<file path="config.mk">
export PLATFORM = sky130hd
export DESIGN_NAME = config_loader
export DESIGN_NICKNAME = d
export VERILOG_FILES = /design/src/rtl/config_loader_pkg.sv /design/src/rtl/config_loader_xor_accum.sv /design/src/rtl/config_loader.sv
export SDC_FILE = /design/constraint.sdc
export NUM_CORES = 1
export LEC_CHECK = 0
export ABC_AREA = 1
export CAP_MARGIN = 15
export CORE_MARGIN = 4
export CORE_UTILIZATION = 52
export DETAILED_ROUTE_END_ITERATION = 7
export PLACE_DENSITY = 0.87
export SLEW_MARGIN = 5
export SYNTH_ARGS = -nofsm -noshare
export SYNTH_HDL_FRONTEND = slang
export SYNTH_SLANG_ARGS = --single-unit
</file>
<file path="constraint.sdc">
create_clock -name clk -period 5.6 [get_ports clk]
set_input_delay 1.68 -clock clk [delete_from_list [all_inputs] [get_ports clk]]
set_output_delay 1.68 -clock clk [all_outputs]
set_load 0.1 [all_outputs]
</file>
<file path="src/rtl/config_loader_pkg.sv">
// Shared types and constants for the configuration loader.
// State encoding, tile module ids and the default "no tile decodes this" address.
package config_loader_pkg;

  typedef enum logic [2:0] {
    IDLE,
    HEADER,
    GET_ADDR,
    GET_DATA,
    WRITE,
    CHECK,
    DONE
  } state_t;

  localparam logic [15:0] MOD_CLB = 16'd4;
  localparam logic [15:0] MOD_CB1 = 16'd5;
  localparam logic [15:0] MOD_CB0 = 16'd6;
  localparam logic [15:0] MOD_SB  = 16'd7;

  localparam logic [31:0] DEFAULT_IDLE_ADDR = 32'hFFFF_FFFF;

  // Saturating increment for the write counter.
  function automatic logic [15:0] sat_inc16(input logic [15:0] v);
    return (v == 16'hFFFF) ? v : v + 16'd1;
  endfunction

endpackage

</file>
<file path="src/rtl/config_loader_xor_accum.sv">
// 32-bit XOR accumulator used to verify the trailing checksum word.
// Only instantiated when CONFIG_LOADER_CHECKSUM_EN is defined.
module config_xor_accum (
  input  logic        clk,
  input  logic        reset,
  input  logic        clr,
  input  logic        en,
  input  logic [31:0] din,
  output logic [31:0] acc
);

  logic [31:0] acc_q, acc_d;

  // Clear has priority so a new load never inherits the previous sum.
  always_comb begin
    acc_d = acc_q;
    if (clr)     acc_d = '0;
    else if (en) acc_d = acc_q ^ din;
  end

  // Accumulator register.
  always_ff @(posedge clk or posedge reset) begin
    if (reset) acc_q <= '0;
    else       acc_q <= acc_d;
  end

  assign acc = acc_q;

endmodule

</file>
<file path="src/rtl/config_loader.sv">
// Bitstream-to-broadcast configuration loader for the PE tile array.
// Stream: N, then N {addr, data} pairs; each pair becomes a held write on config_addr/data.
// Optional feature macro: CONFIG_LOADER_CHECKSUM_EN adds a trailing XOR checksum word.
//
// state    | meaning
// IDLE     | waiting for start
// HEADER   | accepting write count N
// GET_ADDR | accepting pair address
// GET_DATA | accepting pair data
// WRITE    | holding addr/data on the broadcast bus
// CHECK    | accepting checksum word (checksum build only)
// DONE     | load finished, done flag set
module config_loader
  import config_loader_pkg::*;
#(
  parameter int          HOLD_CYCLES = 1,
  parameter logic [31:0] IDLE_ADDR   = DEFAULT_IDLE_ADDR
) (
  input  logic        clk,
  input  logic        reset,
  input  logic        start,
  input  logic [31:0] in_data,
  input  logic        in_valid,
  output logic        in_ready,
  output logic [31:0] config_addr,
  output logic [31:0] config_data,
  output logic        busy,
  output logic        done,
  output logic        error,
  output logic [15:0] writes_done
);

  localparam logic [3:0] HOLD_LOAD = 4'(HOLD_CYCLES - 1);

`ifdef CONFIG_LOADER_CHECKSUM_EN
  localparam state_t END_STATE = CHECK;
`else
  localparam state_t END_STATE = DONE;
`endif

  state_t      state_q, state_d;
  logic [31:0] addr_q, addr_d;
  logic [31:0] cfg_addr_q, cfg_addr_d;
  logic [31:0] cfg_data_q, cfg_data_d;
  logic [15:0] rem_q, rem_d;
  logic [15:0] wcnt_q, wcnt_d;
  logic [3:0]  hold_q, hold_d;
  logic        done_q, done_d;
  logic        error_q, error_d;
  logic        xfer;

`ifdef CONFIG_LOADER_CHECKSUM_EN
  logic        acc_clr, acc_en;
  logic [31:0] acc;

  always_comb begin
    acc_clr = start && (state_q == IDLE || state_q == DONE);
    acc_en  = xfer && (state_q == HEADER || state_q == GET_ADDR || state_q == GET_DATA);
  end

  config_xor_accum u_xor (
    .clk   (clk),
    .reset (reset),
    .clr   (acc_clr),
    .en    (acc_en),
    .din   (in_data),
    .acc   (acc)
  );
`endif

  // State and datapath registers; bus returns to the idle address on reset.
  always_ff @(posedge clk or posedge reset) begin
    if (reset) begin
      state_q    <= IDLE;
      addr_q     <= '0;
      cfg_addr_q <= IDLE_ADDR;
      cfg_data_q <= '0;
      rem_q      <= '0;
      wcnt_q     <= '0;
      hold_q     <= '0;
      done_q     <= 1'b0;
      error_q    <= 1'b0;
    end else begin
      state_q    <= state_d;
      addr_q     <= addr_d;
      cfg_addr_q <= cfg_addr_d;
      cfg_data_q <= cfg_data_d;
      rem_q      <= rem_d;
      wcnt_q     <= wcnt_d;
      hold_q     <= hold_d;
      done_q     <= done_d;
      error_q    <= error_d;
    end
  end

  // Next-state and datapath updates for the stream parser and write sequencer.
  always_comb begin
    state_d    = state_q;
    addr_d     = addr_q;
    cfg_addr_d = cfg_addr_q;
    cfg_data_d = cfg_data_q;
    rem_d      = rem_q;
    wcnt_d     = wcnt_q;
    hold_d     = hold_q;
    done_d     = done_q;
    error_d    = error_q;
    case (state_q)
      IDLE, DONE: begin
        if (start) begin
          state_d = HEADER;
          done_d  = 1'b0;
          error_d = 1'b0;
          wcnt_d  = '0;
        end
      end
      HEADER: begin
        if (xfer) begin
          rem_d   = in_data[15:0];
          state_d = (in_data[15:0] == 16'd0) ? END_STATE : GET_ADDR;
        end
      end
      GET_ADDR: begin
        if (xfer) begin
          addr_d  = in_data;
          state_d = GET_DATA;
        end
      end
      GET_DATA: begin
        if (xfer) begin
          if (addr_q == IDLE_ADDR) begin
            // A write to the idle address would be invisible to tiles; flag and drop it.
            error_d = 1'b1;
            rem_d   = rem_q - 16'd1;
            state_d = (rem_q == 16'd1) ? END_STATE : GET_ADDR;
          end else begin
            cfg_addr_d = addr_q;
            cfg_data_d = in_data;
            hold_d     = HOLD_LOAD;
            state_d    = WRITE;
          end
        end
      end
      WRITE: begin
        if (hold_q == 4'd0) begin
          cfg_addr_d = IDLE_ADDR;
          cfg_data_d = '0;
          wcnt_d     = sat_inc16(wcnt_q);
          rem_d      = rem_q - 16'd1;
          state_d    = (rem_q == 16'd1) ? END_STATE : GET_ADDR;
        end else begin
          hold_d = hold_q - 4'd1;
        end
      end
`ifdef CONFIG_LOADER_CHECKSUM_EN
      CHECK: begin
        if (xfer) begin
          if (in_data != acc) error_d = 1'b1;
          state_d = DONE;
        end
      end
`endif
      default: state_d = IDLE;
    endcase
    if (state_d == DONE && state_q != DONE) done_d = 1'b1;
  end

  // Outputs decoded from registered state and flags.
  always_comb begin
    xfer        = in_valid && in_ready;
    in_ready    = (state_q == HEADER) || (state_q == GET_ADDR) ||
                  (state_q == GET_DATA) || (state_q == CHECK);
    busy        = (state_q != IDLE) && (state_q != DONE);
    done        = done_q;
    error       = error_q;
    writes_done = wcnt_q;
    config_addr = cfg_addr_q;
    config_data = cfg_data_q;
  end

endmodule

</file>
# == After elaboration in Yosys (flattened, before gate mapping) ==
# Index checks and enable logic that the tools add are counted.
# op_classes
add_sub_neg,3
n_eq_ne,19
mux,36
reduce_logical,24
# op_table
operator,n
32-bit 2-to-1 mux,6
32-bit case mux with 2 select lines,2
16-bit 2-to-1 mux,7
16-bit case mux with 3 select lines,1
32-bit == test (second input constant),1
16-bit case mux with 2 select lines,1
3-bit 2-to-1 mux,8
16-bit by 1-bit adder with 16-bit output (second input constant),1
16-bit by 1-bit == test with 1-bit output (second input constant),1
16-bit == test (second input constant),1
16-bit zero test,1
2-bit inequality test (second input constant),8
4-bit AND reduction,4
16-bit by 1-bit subtractor with 16-bit output (second input constant),1
3-bit case mux with 5 select lines,1
3-bit == test (second input constant),4
4-bit 2-to-1 mux,3
2-bit nonzero test,5
4-bit case mux with 2 select lines,1
3-bit by 2-bit == test with 1-bit output (second input constant),2
3-bit nonzero test,2
1-bit 2-to-1 mux,5
5-bit AND reduction,1
4-bit zero test,1
other kinds (9),14
# word_totals
register_bits,137
input_bits,36
output_inout_bits,84

# == Longest topological paths before layout ==
# depth
word_depth,11
ltp_mapped,12
mapped_depth_nobuf,11

# == Least setup slack after synthesis ==
# No wires, ideal clock.
# synth_timing
kind,flip-flop to output port
startpoint,reg state_q[2]
endpoint,out in_ready
arrival_ns,1.848
required_ns,3.920
path_slack_ns,2.072
stages_incl_launch_ff,4
n_path_buf,0
path_cell_list,dfrtp_1 nand2_1 inv_2 nor2_1
# synth_between
elab_chain_cells,4
elab_cells_between_ends,7
# synth_rtl
element,line_no,rtl
start: declaration,config_loader.sv:41,"state_t state_q, state_d;"
start signal: assignment,config_loader.sv:84,state_q <= state_d;
3-bit by 1-bit == test with 1-bit output / 3-bit by 2-bit == test with 1-bit output (equally long branches),config_loader.sv:170,in_ready = (state_q == HEADER) || (state_q == GET_ADDR) ||
1-bit logical OR (2 in series),config_loader.sv:170,
1-bit logical OR *,config_loader.sv:171,(state_q == GET_DATA) || (state_q == CHECK);
end: declaration,config_loader.sv:24,"output logic in_ready,"
# Mark *: on every way between the ends. The rest lies on a longest branch, timed or not.

# == Final worst setup path ==
# layout_timing
startpoint,reg state_q[2]
endpoint,out busy
# layout_between
elab_chain_cells,2
elab_cells_between_ends,3
# layout_rtl
element,line_no,rtl
3-bit inequality test / 3-bit nonzero test (equally long branches),config_loader.sv:172,busy = (state_q != IDLE) && (state_q != DONE);
1-bit logical AND *,config_loader.sv:172,
end: declaration,config_loader.sv:27,"output logic busy,"
# Marked as above.

==> summary by stage <==
Clocking
TritonCTS built the clock tree. Buffers added to address setup during post-CTS repair amount to 0. In this run, post-CTS repair resized a total of 0 instances. Clock-pin slew was measured on the worst setup and hold paths at 0.05 ns.

The clock passes through at most 2 buffers. The cell sitting at the root of the clock tree is a sky130_fd_sc_hd__clkbuf_16. The maximum level of the CTS H-tree is 4. The hold-fix buffer count after cts is 0. The tree built by TritonCTS fans out to 137 sinks. The source-to-sink clock delay at the later pin of the worst-skew pair is 0.42 ns. The number of buffers created by CTS is 17.

Power and ir drop
The share of total power in combinational logic is 49.1%. The static power due to leakage is 3.64 nW. The switching portion of total power is 49.1%. Dividing total power by cell area gives a power density of 667 nW/µm².

The sequential share of power is 30.5%. VDD sags by at most 0.346 mV. The internal power of the cells totals 0.00282 W. The clock network is responsible for 20.4% of the overall power.

The power spent charging and discharging nets is 0.00272 W.

Logic synthesis
The share of Yosys cell area claimed by the top area cell type is 40.9%. The number of flops mapped to enable cells by yosys is 0. The synthesized net count is 761.

The most used flip-flop cell after synthesis is sky130_fd_sc_hd__dfrtp_1. Counting every instance in the synthesized netlist gives 721. The number of library cell types mapped by synthesis is 39. For this run, asynchronously set or reset flops after synthesis account for 100%.

The synthesized design contains 137 register bits. Yosys printed 0 warnings. Ranked by total cell area, the synthesized netlist is headed by sky130_fd_sc_hd__dfrtp_1, sky130_fd_sc_hd__dfstp_2, sky130_fd_sc_hd__nand2_1.

The commonest cells after synthesis are sky130_fd_sc_hd__nand2_1, sky130_fd_sc_hd__dfrtp_1, sky130_fd_sc_hd__inv_1, sky130_fd_sc_hd__o21ai_0, sky130_fd_sc_hd__nor2_1. By instance count, the leading cell after synthesis is sky130_fd_sc_hd__nand2_1. The mean instance size in the synthesized netlist is 8.91 µm². The largest area contributor in the netlist is sky130_fd_sc_hd__dfrtp_1. The cell area that synthesis handed to floorplanning was 6430 µm². The register area share after synthesis is 54.0%.

Floorplanning
The die is 119 µm tall. The starting density of the core is 53.3%. The horizontal die dimension is 119 µm. The die area is 14200 µm². 120 I/O pins were placed.

The floorplan step defined a core boundary enclosing 12100 µm². The floorplan has 40 rows.

Global routing
The pin count of the biggest net entering global routing is 78. The first global-routing pass estimated 26000 µm of wire. The total routing resource utilization after global routing is 22.6%. Global routing finished with a remaining overflow of 0. The number of antenna violations at the first check in global routing came to 0. The number of global-route vias before repair is 5310.

Timing
The worst hold slack across all endpoints is 0.477 ns. Setup repair after global routing left no endpoint under its margin. The final hold violation count was 0. The final count of negative-setup-slack endpoints is 0. Measured against its own limit, the worst slew margin works out to 29.0%. The clock period could shrink to 4.10 ns. The slew at the pin closest to its max-slew limit is 1.06 ns. The share of the clock period used by the worst path after layout is 73.3%.

The worst clock skew on the final layout is 0.00819 ns. Timing would allow up to 244 MHz. The setup TNS after final layout is 0 ns. The final number of max-transition violations is 0.

Placed design
The detailed placement HPWL is 10500 µm. The number of buffer cells added on primary ports is 119. Routability-driven placement finished with a final weighted congestion of 0.855.

Cells and area
The layout overhead on the synthesized area is 29.4%. 0 antenna diodes ended up in the layout. Cells with a size suffix above 1 make up 10.8% of the layout. The filler cell count in the final layout is 904. At the end of the flow, the number of nets in the layout was 875.

Setup path
The critical path in this run is classified as reg2out. The required arrival time at the worst endpoint is 3.92 ns. The peak fanout along the critical path is 7. The worst setup path is launched from a flip-flop.

The worst reg2reg path depth is 9. Data arrives at the worst endpoint at 2.42 ns. The critical path endpoint category is an output pin.

Routing
Dividing the detail-routed wire length by the instance count gives 15.5 µm. The count of unresolved DRC violations after routing is 0. Before antenna repair, the detailed router went through 5 iterations. For this block, the via count after detailed routing is 5493. The first-iteration detailed-routing DRC count is 571. Once detail routing completed, the nets flagged for antenna violations numbered 0. Wires add up to 15800 µm. In the routed layout, each cell is associated on average with a via count of 5.41.

Worst hold path
The worst hold path belongs to the class reg2reg. The number of cells on the worst hold path is 2.

Run status
The flow ran to the end, and the final reports show no timing, DRC or antenna violations.

Flow run
The number of max-cap violations is 0.
final cells by class:
cell class | count | area, µm² | share of cell area [%]
flip-flops and latches | 137 | 3470 | 41.7
multi-input cells | 451 | 2400 | 28.9
repair buffers | 123 | 1230 | 14.8
clock buffers | 25 | 517 | 6.21
inverters | 105 | 398 | 4.78
well taps | 168 | 210 | 2.53
clock inverters | 7 | 87.6 | 1.05
critical path: stages, from the launching register on:
cell	delay, ns
sky130_fd_sc_hd__dfrtp_1	0.47
sky130_fd_sc_hd__nand2_1	0.13
sky130_fd_sc_hd__inv_2	0.06
sky130_fd_sc_hd__nand2_1	0.07
sky130_fd_sc_hd__o21ai_1	0.09
sky130_fd_sc_hd__inv_1	0.07
sky130_fd_sc_hd__clkdlybuf4s50_1	1.12
worst paths after layout:
path,from,end,slack (ns)
worst max register to register,state_q[1],config_data[7],2.68
worst min register to register,done,done,0.48
max in group asynchronous,reset,config_addr[10],2.85
min in group asynchronous,reset,writes_done[11],1.84
worst max-delay path,state_q[2],busy,1.50
worst min-delay path,done,done,0.48
per-stage QoR:
| step | setup WS [ns] | instance area [µm²] | utilization [%] | total power, W | instances |
|---|---|---|---|---|---|
| 2_1_floorplan | 0.305 | 6430 | - | 0.00381 | 721 |
| 3_3_place_gp | 1.74 | 7710 | 63.9 | 0.00433 | 984 |
| 3_5_place_dp | 1.72 | 7710 | 63.9 | 0.00440 | 984 |
| 4_1_cts | 1.47 | 8320 | 68.9 | 0.00556 | 1016 |
| 5_1_grt | 1.41 | 8320 | 68.9 | 0.00581 | 1016 |
| 6_report | 1.50 | 8320 | 68.9 | 0.00555 | 1016 |
kinds of logic (layout without fill, tap and decap cells):
| group | Yosys count | after routing | synth area share [%] |
|---|---|---|---|
| simple gates | 274 | 274 | 18.0 |
| xor+xnor | 14 | 14 | 1.91 |
| flops | 137 | 137 | 54.0 |
| compound gates | 159 | 159 | 16.5 |
| fa+ha+maj | 4 | 4 | 0.779 |
| buf+inv | 133 | 260 | 8.80 |
power groups by stage:
stage | sequential (W) | clock, W | combinational [W]
6_report | 0.00169 | 0.00113 | 0.00273
5_1_grt | 0.00173 | 0.00119 | 0.00289
4_1_cts | 0.00168 | 0.00114 | 0.00273
3_5_place_dp | 0.00169 | 0 | 0.00271
3_3_place_gp | 0.00168 | 0 | 0.00265
2_1_floorplan | 0.00280 | 0 | 0.00101
flip-flops by register name, indices dropped and copies added, names as in the netlist:
register,flops
addr_q,32
config_addr,32
config_data,32
done,1
error,1
hold_q,4
rem_q,16
state_q,3
writes_done,16
layout by cell type, fill, tap and decap left out, drive strengths merged, types with 5 or more instances in the layout:
| cell | instances |
|---|---|
| o22a | 32 |
| xor2 | 13 |
| o31ai | 8 |
| nor2 | 63 |
| dfstp | 32 |
| o21ai | 63 |
| clkdlybuf4s50 | 119 |
| o22ai | 32 |
| inv | 104 |
| clkbuf | 25 |
| clkinv | 5 |
| nand2 | 164 |
| dfrtp | 105 |
| nor3 | 10 |
| nand3 | 24 |
| o211ai | 9 |
| a21oi | 11 |
| nand4 | 9 |
layer usage:
layer | global-route usage, % | up-vias | share of wire, %
met4 | 6.88 | 0 | 1.6
li1 | - | 2602 | -
met2 | 37.1 | 178 | 49
met3 | 5.22 | 27 | 5.3
met1 | 30.0 | 2686 | 44
met5 | 0 | - | 0
(Power assumes the default switching activity.)
==> edit 1 (same flow settings) <==
Encoding of `state_t`: now one-hot (7 bits for 7 states).
--- a/src/rtl/config_loader_pkg.sv
+++ b/src/rtl/config_loader_pkg.sv
@@ -3,12 +3,12 @@
 package config_loader_pkg;
 
-  typedef enum logic [2:0] {
-    IDLE,
-    HEADER,
-    GET_ADDR,
-    GET_DATA,
-    WRITE,
-    CHECK,
-    DONE
+  typedef enum logic [6:0] {
+    IDLE     = 7'b0000001,
+    HEADER   = 7'b0000010,
+    GET_ADDR = 7'b0000100,
+    GET_DATA = 7'b0001000,
+    WRITE    = 7'b0010000,
+    CHECK    = 7'b0100000,
+    DONE     = 7'b1000000
   } state_t;
 
Behaviour: no difference found for any inputs over 4 cycles, from zero or initial values and one cycle with reset high; so few cycles prove little.
==> edit 1 against the unedited design <==
- sequential cell count increased by 4
- global-route usage increased by 0.26 points
- setup slack got worse by 0.29 ns
- design area increased by 5.5%
- routed wire length increased by 5.2%
- cell count increased by 15%
- synthesized cell count increased by 21%
- synthesized area increased by 8.7%
- sequential share of layout area decreased by 1.0 points
- non-clock buffer count decreased by 1
- register-to-register slack got worse by 0.04 ns
- largest cell class unchanged
Power is not compared: it rests on default switching activity, and its combinational part moved more than twofold at a synthesized area within 25%.
==> edit 1: results (changes against the unedited design) <==
- Starting DRT DRC Count: 641 (was 571)
- CP peak stage delay: 1.16 ns (was 1.12 ns)
- Status: finished clean (unchanged)
- GP Congestion: 0.915 (was 0.855)
- R2R cell count: 8 (was 9)
- Crit-path slowest cell: clkdlybuf4s50_1 (unchanged)
- Sequential fraction of the synthesis area: 0.511 (was 0.540)
- FF-to-FF End: config_addr[1] (was config_data[7])
- Layout cells sized above 1: 0.107 (was 0.108)
- Crit path launch: state_q[5] (was state_q[2])
- Area share of xor/xnor cells in the synthesized design: 0.0188 (was 0.0191)
- Worst Hold Launch: config_addr[10] (was done)
- CTS Buffer Depth: 2 (unchanged)
- Placed cells: 1138 (was 984)
- Vias in the first global route: 5701 (was 5310)
- Rel. slew slack: 0.316 (was 0.290)
- Adder-Cell Fraction of Synth Area: 0.00896 (was 0.00779)
- Hold Path Sink: config_addr[10] (was done)
- CP Max Fanout: 5 (was 7)
- Worst clock skew: 0.00695 ns (was 0.00819 ns)
- Worst R2R Setup Slack: 2.64 ns (was 2.68 ns)
- Top cells by instance count after synthesis: nand2_1, dfrtp_1, nor2_1 (was nand2_1, dfrtp_1, inv_1)
- Drt via density: 5.15 (was 5.41)
- Via Count: 6030 (was 5493)
- Initial antenna violation count: 0 (unchanged)
- Syn_nets: 913 (was 761)
- Synth area leaders: dfrtp_1, nand2_1, dfstp_2, o21ai_0, nor2_1 (was dfrtp_1, dfstp_2, nand2_1, inv_1, o21ai_0)
- Library cells used by synthesis: 37 (was 39)
- Total Wirelength: 16.6 mm (was 15.8 mm)
- Hpwl dp: 11.5 mm (was 10.5 mm)
- First-pass GRT wire length: 27.6 mm (was 26.0 mm)
- Mapped Cells: 872 (was 721)
- Compound-Gate Fraction of Synth Area: 0.115 (was 0.165)
- Critical path destination: in_ready (was busy)
- FILL cells: 1074 (was 904)
- Setup Slack @ Placement: 1.69 ns (was 1.72 ns)
- Placed Instance Area: 8210 µm² (was 7710 µm²)
- First-pass DRT Iterations: 5 (unchanged)
- Final Critical Period: 4.39 ns (was 4.10 ns)
- CP arrival: 2.71 ns (was 2.42 ns)
- Final nets: 1023 (was 875)
[edit 1: final cells by class]
class,instances,area (µm²),share of cell area
clock inverter,6,35.0,0.00399
inverter,86,328,0.0374
timing repair buffer,122,1230,0.141
sequential,141,3570,0.407
tap,176,220,0.0251
multi-input combinational,614,2890,0.329
clock buffer,26,499,0.0569
[edit 1: routing by layer]
metal | GRT usage | up-vias | share of wire
met3 | 0.0477 | 21 | 0.056
met4 | 0.0671 | 0 | 0.015
met5 | 0 | - | 0
li1 | - | 2998 | -
met2 | 0.369 | 169 | 0.49
met1 | 0.315 | 2842 | 0.44
[edit 1: worst register-to-register path, stage by stage, from the launching register on]
cell and delay [ns]:
dfrtp_1 0.41, nor2_2 0.16, nand2_2 0.14, nor2_8 0.52
nor2_4 0.16, inv_2 0.39, nand4_4 0.26, buf_4 0.42
o21ai_0 0.42
[edit 1: where the power goes]
| group | internal [µW] | switching (µW) |
|---|---|---|
| registers | 1070 | 57.8 |
| clock network | 610 | 398 |
| logic | 128 | 249 |
==> edit 2 (same settings) <==
Made on the original files. Build with the macro `CONFIG_LOADER_CHECKSUM_EN` defined.
--- a/src/rtl/config_loader.sv
+++ b/src/rtl/config_loader.sv
@@ -11,4 +11,6 @@
 // CHECK    | accepting checksum word (checksum build only)
 // DONE     | load finished, done flag set
+`define CONFIG_LOADER_CHECKSUM_EN
+
 module config_loader
   import config_loader_pkg::*;
Formal check against the unedited RTL: not equivalent (Yosys sat finds a counterexample within 4 cycles, from zero or initial values and one cycle with reset high).
==> edit 2 against the unedited design <==
- synthesized cell count rose by 53%
- routed wire length rose by 33%
- clock skew fell by 0.0014 ns
- synthesized area rose by 32%
- cell count rose by 41%
- design area rose by 24%
- sequential cell count rose by 32
- setup slack got worse by 0.11 ns
Power is left out: the tool's default activity adds up to more than one toggle a clock period on the data nets, which glitch-free logic cannot reach.
==> edit 2: results (changes against the unedited design) <==
- First-pass GRT wire length: 34.6 mm (was 26.0 mm)
- Hpwl dp: 14.6 mm (was 10.5 mm)
- FF-to-FF End: config_data[10] (was config_data[7])
- Met2 Use GR: 0.367 (was 0.371)
- Drt via density: 5.30 (was 5.41)
- Status: finished clean (unchanged)
- Synth area leaders: dfrtp_1, nand2_1, dfstp_2, o21ai_0, nor2_1 (was dfrtp_1, dfstp_2, nand2_1, inv_1, o21ai_0)
- WL per Instance: 14.7 µm (was 15.5 µm)
- WL met2: 9.77 mm (was 7.77 mm)
- Top cells by instance count after synthesis: nand2_1, dfrtp_1, nor2_1, o21ai_0, inv_1 (was nand2_1, dfrtp_1, inv_1)
- Vias in the first global route: 7125 (was 5310)
- CP arrival: 2.54 ns (was 2.42 ns)
- Hold Path Sink: config_data[27] (was done)
- Clock Latency Late Sink: 0.44 ns (was 0.42 ns)
- Starting DRT DRC Count: 597 (was 571)
- Worst Hold Launch: config_data[27] (was done)
- GR Layer Usage met3: 0.0437 (was 0.0522)
- R2R cell count: 5 (was 9)
- Final nets: 1244 (was 875)
- Worst clock skew: 0.00682 ns (was 0.00819 ns)
- Met1 usage: 0.326 (was 0.300)
- WL met1: 9.33 mm (was 6.91 mm)
- GP Congestion: 0.897 (was 0.855)
- Overall routing resource usage: 0.234 (was 0.226)
- R2r startpoint: state_q[2] (was state_q[1])
edit 2: cell types whose count changed after synthesis, sizes merged, moves of 18 or more:
cell | unedited run | this run
nor2 | 63 | 117
o21ai | 63 | 132
nand3 | 24 | 46
dfrtp | 105 | 137
o22a | 32 | 0
inv | 104 | 86
nand2 | 164 | 419
edit 2: through the flow:
stage / cells / setup WS, ns / hold slack (ns) / util / cell area (µm²)
after floorplan: 1104 / 1.79 / 0.464 / - / 8520
after CTS: 1433 / 1.37 / 0.491 / 0.648 / 10300
after global routing: 1433 / 1.29 / 0.503 / 0.648 / 10300
after detailed placement: 1401 / 1.82 / 0.475 / 0.614 / 9780
final: 1433 / 1.38 / 0.485 / 0.648 / 10300
after global placement: 1401 / 1.88 / 0.467 / 0.614 / 9780
edit 2: logic make-up after synthesis:
family          share of synthesized area
simple gates                        0.293
fa+ha+maj                         0.00588
buf+inv                            0.0698
flops                               0.502
xor+xnor                           0.0268
compound gates                      0.103
edit 2: how the worst max path moves through the flow:
stage	startpoint	to	slack [ns]	cells past startpoint
finish	state_q[1]	busy	1.38	5
global route	state_q[1]	busy	1.29	5
CTS	state_q[1]	busy	1.37	5
detailed placement	in_valid	u_xor.acc[2]	1.82	7
global placement	state_q[1]	busy	1.88	5
floorplan	reset	addr_q[0]	1.79	1
edit 2: worst max-delay path, delay by kind of cell, from the launching register on:
family,cells,cell delay [ns]
AO/OA/AOI/OAI,2,0.26
buffers and inverters,3,1.33
flip-flops,1,0.51
edit 2: area by class of cell:
| cell class | instances | area [µm²] |
|---|---|---|
| clock buffer | 17 | 425 |
| clock inverter | 15 | 126 |
| fill | 1314 | 5610 |
| inverter | 88 | 335 |
| multi-input combinational | 804 | 3650 |
| sequential | 169 | 4270 |
| tap | 216 | 270 |
| timing repair buffer | 124 | 1250 |
